## config.mk

```make
export PLATFORM = sky130hd
export DESIGN_NAME = cpu_sequencer
export DESIGN_NICKNAME = d
export VERILOG_FILES = /design/src/rtl/cpu_sequencer.sv
export SDC_FILE = /design/constraint.sdc
export NUM_CORES = 1
export LEC_CHECK = 0
export BUFFER_PORTS_ARGS = -buffer_cell sky130_fd_sc_hd__buf_2
export CORE_AREA = 2 2 45 77
export DETAILED_ROUTE_END_ITERATION = 16
export DIE_AREA = 0 0 47 79
export GPL_TIMING_DRIVEN = 1
export PLACE_DENSITY_LB_ADDON = 0.2
export SLEW_MARGIN = 0
export SYNTH_ARGS = -nofsm -noshare
export SYNTH_HDL_FRONTEND = slang
export SYNTH_SLANG_ARGS = --single-unit
```

## constraint.sdc

```tcl
create_clock -name clk -period 1.9 [get_ports clk]
set_clock_uncertainty 0.1 [all_clocks]
set_input_delay 0.19 -clock clk [delete_from_list [all_inputs] [get_ports clk]]
set_output_delay 0.19 -clock clk [all_outputs]
set_load 0.03 [all_outputs]
```

## src/rtl/cpu_sequencer.sv

```systemverilog
// Multi-cycle instruction sequencer: fetch/decode/exec/mem/writeback control
// with program counter, instruction register and retired-instruction count.
module cpu_sequencer #(
    parameter logic [7:0] RESET_PC = 8'h00
) (
    input  logic       clk,
    input  logic       rst,
    input  logic       run,
    input  logic [7:0] insn_in,
    input  logic       mem_ready,
    input  logic       is_mem_op,
    input  logic       is_store,
    input  logic       needs_wb,
    input  logic       halt_op,
    input  logic       branch_taken,
    input  logic [7:0] branch_target,
    output logic [7:0] pc,
    output logic [7:0] ir,
    output logic [2:0] state,
    output logic       mem_req,
    output logic       reg_write_en,
    output logic       mem_write_en,
    output logic       halted,
    output logic [7:0] insn_count
);

    typedef enum logic [2:0] {
        S_IDLE   = 3'b000,
        S_FETCH  = 3'b001,
        S_DECODE = 3'b010,
        S_EXEC   = 3'b011,
        S_MEM    = 3'b100,
        S_WB     = 3'b101,
        S_HALT   = 3'b110
    } state_t;

    state_t     state_r;
    logic [7:0] pc_r;
    logic [7:0] ir_r;
    logic [7:0] count_r;

    assign state      = state_r;
    assign pc         = pc_r;
    assign ir         = ir_r;
    assign insn_count = count_r;

    // Sequencer state, PC, IR and retire counter
    always_ff @(posedge clk) begin
        if (rst) begin
            state_r <= S_IDLE;
            pc_r    <= RESET_PC;
            ir_r    <= 8'h00;
            count_r <= 8'h00;
        end else begin
            case (state_r)
                S_IDLE: begin
                    state_r <= run ? S_FETCH : S_IDLE;
                end
                S_FETCH: begin
                    if (mem_ready) begin
                        ir_r    <= insn_in;
                        pc_r    <= pc_r + 8'd1;
                        state_r <= S_DECODE;
                    end else begin
                        state_r <= S_FETCH;
                    end
                end
                S_DECODE: begin
                    if (halt_op) begin
                        count_r <= count_r + 8'd1;
                        state_r <= S_HALT;
                    end else begin
                        state_r <= S_EXEC;
                    end
                end
                S_EXEC: begin
                    // Branch target loads even when the instruction continues to MEM/WB
                    if (branch_taken) begin
                        pc_r <= branch_target;
                    end else begin
                        pc_r <= pc_r;
                    end
                    if (is_mem_op) begin
                        state_r <= S_MEM;
                    end else if (needs_wb) begin
                        state_r <= S_WB;
                    end else begin
                        count_r <= count_r + 8'd1;
                        state_r <= run ? S_FETCH : S_IDLE;
                    end
                end
                S_MEM: begin
                    if (!mem_ready) begin
                        state_r <= S_MEM;
                    end else if (needs_wb) begin
                        state_r <= S_WB;
                    end else begin
                        count_r <= count_r + 8'd1;
                        state_r <= run ? S_FETCH : S_IDLE;
                    end
                end
                S_WB: begin
                    count_r <= count_r + 8'd1;
                    state_r <= run ? S_FETCH : S_IDLE;
                end
                S_HALT: begin
                    state_r <= run ? S_HALT : S_IDLE;
                end
                default: begin
                    state_r <= S_IDLE;
                end
            endcase
        end
    end

    // Memory/register strobes, forced low while reset is asserted
    always_comb begin
        mem_req      = 1'b0;
        reg_write_en = 1'b0;
        mem_write_en = 1'b0;
        halted       = 1'b0;
        if (rst) begin
            mem_req = 1'b0;
        end else begin
            case (state_r)
                S_FETCH: mem_req = 1'b1;
                S_MEM: begin
                    mem_req      = 1'b1;
                    mem_write_en = is_store & mem_ready;
                end
                S_WB:    reg_write_en = 1'b1;
                S_HALT:  halted = 1'b1;
                default: mem_req = 1'b0;
            endcase
        end
    end

endmodule

```

==> results by group, run 1 <==
Finish
  – Area growth from synthesis to final layout: 28.3%
  – Commonest non-fill, non-tap cell in the layout: buf_2
  – Nets: 260
  – Fraction of layout cells with a size suffix above 1: 32.3%
  – Most frequent cells in the layout: buf_2, nand2_1, dfxtp_1
  – Final instance area: 1820 um^2
  – Post-Layout Cell Count: 275
  – Ant. Diodes: 0

Floorplanning
  – Core area: 3110 um^2
  – Die Ht: 79 um
  – Initial core utilization: 45.6%
  – # rows: 27
  – Chip Width: 47 um
  – Die area: 3710 um^2
  – Ports: 56

Drt
  – Final ANT Viol Nets: 0
  – Final WL: 3610 um
  – Via-to-Cell Ratio: 5.46
  – Routed len/inst: 13.1 um
  – Number of remaining DRC errors: 0
  – Via count: 1501
  – DR iter-0 viols: 34
  – Initial DRT Pass Iterations: 4

Yosys
  – Async S/R FF share, synth: 0%
  – Distinct cells, synth: 38
  – Number of synthesized register bits: 27
  – Sequential area share after synthesis: 38.2%
  – Syn Inst Count: 176
  – Post-synthesis net count: 203
  – Post-synthesis cell area: 1420 um^2
  – Mean Syn Cell Area: 8.05 um^2
  – Yosys warns: 0
  – Main flop type after synthesis: dfxtp_1
  – Post-synth EDFFs: 0

Global routing
  – Vias in the first global route: 1406
  – First-pass GRT wire length: 5930 um
  – Largest net degree at the start of global routing: 32
  – GR Overflow Total: 0
  – Total Routing Usage GR: 21.2%
  – Antenna violations before repair: 0

Place
  – Post-DP HPWL: 2700 um
  – DP Worst Slack: 0.190 ns
  – Placed instance count: 271
  – Port buffer count: 55
  – Placer Congestion: 0.756
  – Post-DP Area: 1770 um^2

Timing
  – Final worst setup slack: 0.106 ns
  – RSZ-0062 raised after global routing: false
  – Max Freq: 0.557 GHz
  – Setup_tns: 0 ns
  – Actual slew at the worst max-slew pin: 0.599 ns
  – Final Cycle Share: 94.4%
  – Hold Vio Cnt, Final: 0
  – Pins Over Slew Limit: 0
  – Min cycle time layout: 1.79 ns
  – Relative slew slack: 60.1%
  – Finish-stage setup viols: 0

Pwr
  – Leakage dissipation: 0.000745 uW
  – Pwr dens: 660 nW/um^2
  – Final total power: 1200 uW
  – VDD IR max: 469 uV

Worst setup path
  – Worst-case reg-to-reg path depth: 4
  – Critical path capture point type: output port
  – Capturing point of the worst reg2reg path: insn_count[6]$_SDFFE_PP0P_
  – CP arrival: 1.50 ns
  – Required time at the worst-slack endpoint: 1.61 ns
  – Crit Path Class: flop to output port
  – CP startpoint kind: flop
  – Crit-path max FO: 15
  – Critical path origin: state[1]$_SDFF_PP0_
  – Worst reg-to-reg setup slack: 0.16 ns
  – R2R Path Start: state[0]$_SDFF_PP0_

Clocking
  – Sink Count: 27
  – Num CTS Buffers: 3
  – Max clock buf depth: 2
  – Htree depth: 1
  – Hold_buf cts: 0
  – Reg clk slew, reported paths: 0.10 ns
  – CTS tree: yes
  – CTS root buf: clkbuf_8
  – Clk_lat worst skew: 0.28 ns

Min path
  – Worst Hold End: ir[4]$_SDFFE_PP0P_
  – Hold WC Path Type: input port to flop
  – Min-delay src: insn_in[4]
  – Hold Path Depth: 3

Flow run
  – Max Cap Viol: 0

Status
  – Status: complete, no violations
## sequential cells by signal, indices dropped and copies added (netlist names)
register    cells
state           3
ir              8
pc              8
insn_count      8
## kinds of logic (layout without fill, tap and decap cells)
kind of cell | count (synthesis) | in the layout | synth area share (%)
flops | 27 | 27 | 38.2
compound gates | 49 | 49 | 21.4
simple gates | 79 | 79 | 29.8
xor+xnor | 2 | 2 | 1.24
mux | 5 | 5 | 3.62
buf+inv | 12 | 68 | 4.06
fa+ha+maj | 2 | 2 | 1.77
## Yosys cell counts, types with 4 or more instances
master | count | area [um^2]
clkbuf_1 | 5 | 18.8
a221oi_1 | 5 | 43.8
buf_2 | 4 | 20.0
nand2b_1 | 5 | 31.3
nand3_1 | 10 | 50.1
o31ai_1 | 7 | 52.6
nor2_1 | 6 | 22.5
mux2i_1 | 4 | 40.0
nand2_1 | 28 | 105
or4_1 | 6 | 45.0
dfxtp_1 | 27 | 541
o21ai_0 | 7 | 35.0
nand4_1 | 4 | 25.0
a21oi_1 | 24 | 120
## cell type report
| class | count | area, um^2 |
|---|---|---|
| fillers | 339 | 1290 |
| multi-input cells | 137 | 837 |
| flip-flops and latches | 27 | 542 |
| repair buffers | 62 | 328 |
| well taps | 43 | 53.8 |
| clock buffers | 3 | 41.3 |
| clock inverters | 1 | 7.51 |
| inverters | 2 | 7.51 |
## worst max path at each step
stage / endpoint / depth (start not counted) / slack [ns]
after CTS: halted / 4 / 0.03
final: halted / 4 / 0.11
after floorplan: mem_write_en / 3 / 0.01
after global placement: insn_count[7]$_SDFFE_PP0P_ / 5 / 0.20
after detailed placement: insn_count[3]$_SDFFE_PP0P_ / 5 / 0.19
after global routing: pc[3]$_SDFFE_PP0P_ / 5 / 0.01
## timing repair
| action | in CTS | in global routing |
|---|---|---|
| buffers inserted | 0 | 0 |
| setup endpoints to repair | 0 | 1 |
| gates resized for setup | 0 | 1 |
## per-stage QoR
step	hold WS, ns	utilization [%]
final	0.0383	58.5
after global routing	0.0404	58.5
after CTS	0.0370	58.4
after detailed placement	0.339	56.8
after global placement	0.333	56.8
after floorplan	0.226	-
## power breakdown
part | internal, uW | total, uW | switching (uW)
clock network | 149 | 348 | 199
registers | 587 | 602 | 15.4
logic | 92.1 | 248 | 156
## worst max-delay path: stages, from the launching register on
cell	delay [ns]
dfxtp_1	0.35
buf_4	0.19
nor2b_2	0.22
nor3b_2	0.22
buf_2	0.23
## metal layers
metal	routed length, um	up-vias	GRT usage [%]
li1	-	767	-
met5	0	-	0
met3	136	7	2.95
met2	2000	43	37.7
met1	1390	684	23.3
met4	76	0	9.17
No activity file was read; power rests on OpenSTA's default activity.
==> run 2, diff against run 1 <==
==> constraint.sdc (replaced) <==
create_clock -name clk -period 1.7 [get_ports clk]
set_clock_uncertainty 0.1 [all_clocks]
set_input_delay 0.17 -clock clk [delete_from_list [all_inputs] [get_ports clk]]
set_output_delay 0.17 -clock clk [all_outputs]
set_load 0.03 [all_outputs]
==> run 2 against run 1 <==
Compared with the run above: the run now ends with setup timing left; clock-buffer cell count unchanged; register-to-register slack got worse by 0.19 ns; first-iteration DRC count increased by 15%; critical path depth unchanged; global-route usage decreased by 0.93 points; via count increased by 4.8%; worst hold slack got worse by 0.018 ns; total power increased by 14%; non-clock buffer count increased by 6; critical path type is now flop to flop; highest routed layer unchanged.
==> results by group, run 2 (synthesized netlist as in run 1, its figures left out) <==
Worst setup path
  – Worst reg-to-reg setup slack: -0.03 ns (-0.19 ns)
  – Max incr delay on CP: 0.49 ns (+0.14 ns)
  – CP startpoint kind: flop
  – Critical path's slowest cell: or4_1
  – Capturing point of the worst reg2reg path: insn_count[7]$_SDFFE_PP0P_
  – Crit-path cells: or3b_4 -> and3_4 -> or4_1 -> a21oi_2
  – Critical path capture point type: flop
  – Worst Path Buf+Inv: 0 (-2)
  – Worst-case reg-to-reg path depth: 4 (unchanged)
  – Crit-path max FO: 7 (-8)
  – Crit Path Class: flop to flop
  – R2R Path Start: state[0]$_SDFF_PP0_
  – Cell family with most CP delay: simple AND/OR/NAND/NOR gates
  – CP arrival: 1.85 ns (+0.35 ns)
  – Required time at the worst-slack endpoint: 1.82 ns (+0.21 ns)

Clocking
  – Htree depth: 1 (unchanged)
  – Hold_buf cts: 0 (unchanged)
  – CTS root buf: clkbuf_8
  – Reg clk slew, reported paths: 0.10 ns (about the same)
  – Num CTS Buffers: 3 (unchanged)
  – Max clock buf depth: 2 (unchanged)
  – Clk_lat worst skew: 0.28 ns (about the same)
  – Sink Count: 27 (unchanged)
  – CTS tree: yes

Drt
  – Via-to-Cell Ratio: 5.58 (+2.2%)
  – Initial DRT Pass Iterations: 4 (unchanged)
  – Final WL: 3780 um (+4.8%)
  – Number of remaining DRC errors: 0 (unchanged)
  – Via count: 1573 (+4.8%)
  – Final ANT Viol Nets: 0 (unchanged)
  – Routed len/inst: 13.4 um (+2.2%)
  – DR iter-0 viols: 39 (+15%)

Global routing
  – Antenna violations before repair: 0 (unchanged)
  – Largest net degree at the start of global routing: 17 (-47%)
  – First-pass GRT wire length: 5710 um (-3.7%)
  – GR Overflow Total: 0 (unchanged)
  – Total Routing Usage GR: 20.2% (-0.93 points)
  – Vias in the first global route: 1326 (-5.7%)

Flow run
  – Max Cap Viol: 0 (unchanged)

Timing
  – Max Freq: 0.578 GHz
  – Actual slew at the worst max-slew pin: 0.364 ns (-0.234 ns)
  – Hold Slack: 0.0204 ns (-0.0179 ns)
  – Relative slew slack: 75.7% (+16 points)
  – Hold Vio Cnt, Final: 0 (unchanged)
  – Final worst setup slack: -0.0289 ns (-0.135 ns)
  – Pins Over Slew Limit: 0 (unchanged)
  – Finish-stage setup viols: 1 (+1)
  – Final Cycle Share: 102%
  – Setup_tns: -0.0289 ns (-0.0289 ns)
  – Min cycle time layout: 1.73 ns
  – RSZ-0062 raised after global routing: true

Place
  – Post-DP Area: 1810 um^2 (+2.8%)
  – Port buffer count: 55 (unchanged)
  – DP Worst Slack: 0.0138 ns (-0.177 ns)
  – Post-DP HPWL: 2730 um (+1.0%)
  – Placer Congestion: 0.801 (+5.9%)

Pwr
  – Net Switching: 419 uW (+13%)
  – VDD IR max: 629 uV (+34%)
  – Sw Ratio: 30.7% (-0.15 points)
  – Internal: 944 uW (+14%)
  – Gate power share: 22.6% (+1.9 points)
  – Final total power: 1360 uW (+14%)
  – Clock network fraction of total power: 28.1% (-0.9 points)
  – Leakage dissipation: 0.000802 uW (+7.6%)
  – Pwr dens: 709 nW/um^2 (+7.5%)
  – Flop pwr share: 49.3% (-1.0 points)

Finish
  – Nets: 267 (+2.7%)
  – Area of the multi-input gates: 881 um^2 (+5.2%)
  – Final instance area: 1920 um^2 (+5.8%)
  – Fillers: 329 (-2.9%)
  – Fraction of layout cells with a size suffix above 1: 37.2% (+4.9 points)
  – Area growth from synthesis to final layout: 35.7%
  – Commonest non-fill, non-tap cell in the layout: buf_2
  – Ant. Diodes: 0 (unchanged)
  – Storage cell area: 549 um^2 (+1.4%)
  – Most frequent cells in the layout: buf_2, nand2_1, dfxtp_1

Floorplanning
  – Ports: 56 (unchanged)
  – Die Ht: 79 um (unchanged)
  – Initial core utilization: 45.6% (unchanged)
  – # rows: 27 (unchanged)
  – Die area: 3710 um^2 (unchanged)
  – Core area: 3110 um^2 (unchanged)
  – Chip Width: 47 um (unchanged)

Min path
  – Min-delay src: insn_in[6]
  – Hold Path Depth: 3 (unchanged)
  – Worst Hold End: ir[6]$_SDFFE_PP0P_
  – Hold WC Path Type: input port to flop

Status
  – Failing checks: setup timing
  – Status: finished with violations
[run 2: cell count changes in the layout (fill, tap and decap cells not counted), moves of 2 or more]
cell,before,now
buf_4,7,14
dfxtp_1,26,24
buf_2,55,53
dfxtp_4,0,2
nand2b_1,5,3
a21oi_1,24,22
nand2b_4,0,2
a21oi_2,0,2
[run 2: cell type report]
type	count	share of cell area, %
Multi-Input combinational cell	138	45.8
Tap cell	43	2.80
Sequential cell	27	28.6
Inverter	2	0.391
Clock inverter	1	0.391
Clock buffer	3	2.15
Timing Repair Buffer	68	19.9
[run 2: layer usage]
| metal | global-route usage (%) | share of wire (%) |
|---|---|---|
| met5 | 0 | 0 |
| met4 | 7.78 | 2.1 |
| met3 | 3.18 | 4.3 |
| met2 | 36.7 | 56 |
| met1 | 21.8 | 38 |
[run 2: worst max path at each step]
stage / from / to / cells after the start
global placement: needs_wb / insn_count[5]$_SDFFE_PP0P_ / 5
floorplan: state[0]$_SDFF_PP0_ / insn_count[4]$_SDFFE_PP0P_ / 5
finish: state[0]$_SDFF_PP0_ / insn_count[7]$_SDFFE_PP0P_ / 4
global route: state[0]$_SDFF_PP0_ / insn_count[7]$_SDFFE_PP0P_ / 4
detailed placement: needs_wb / insn_count[7]$_SDFFE_PP0P_ / 5
CTS: state[0]$_SDFF_PP0_ / insn_count[7]$_SDFFE_PP0P_ / 4
[run 2: through the flow]
step | utilization (%) | cells
6_report | 61.8 | 282
2_1_floorplan | - | 176
4_1_cts | 60.3 | 279
3_3_place_gp | 58.4 | 275
5_1_grt | 61.8 | 282
3_5_place_dp | 58.4 | 275
[run 2: worst min-delay path: stages]
cell     delay [ns]
buf_2          0.09
nand2_1        0.04
a21oi_1        0.05
[run 2: what timing repair did]
item	CTS	global route
setup buffers	0	2
resized for setup	3	6
pin swaps	0	6
endpoints found under the setup margin	2	8
gates cloned	0	1
[run 2: power groups by stage]
stage               Combinational [uW]  Clock (uW)  Sequential [uW]
global route                       338         412              676
finish                             308         383              672
CTS                                293         385              672
detailed placement                 289           0              686
floorplan                          140           0              735
global placement                   287           0              686
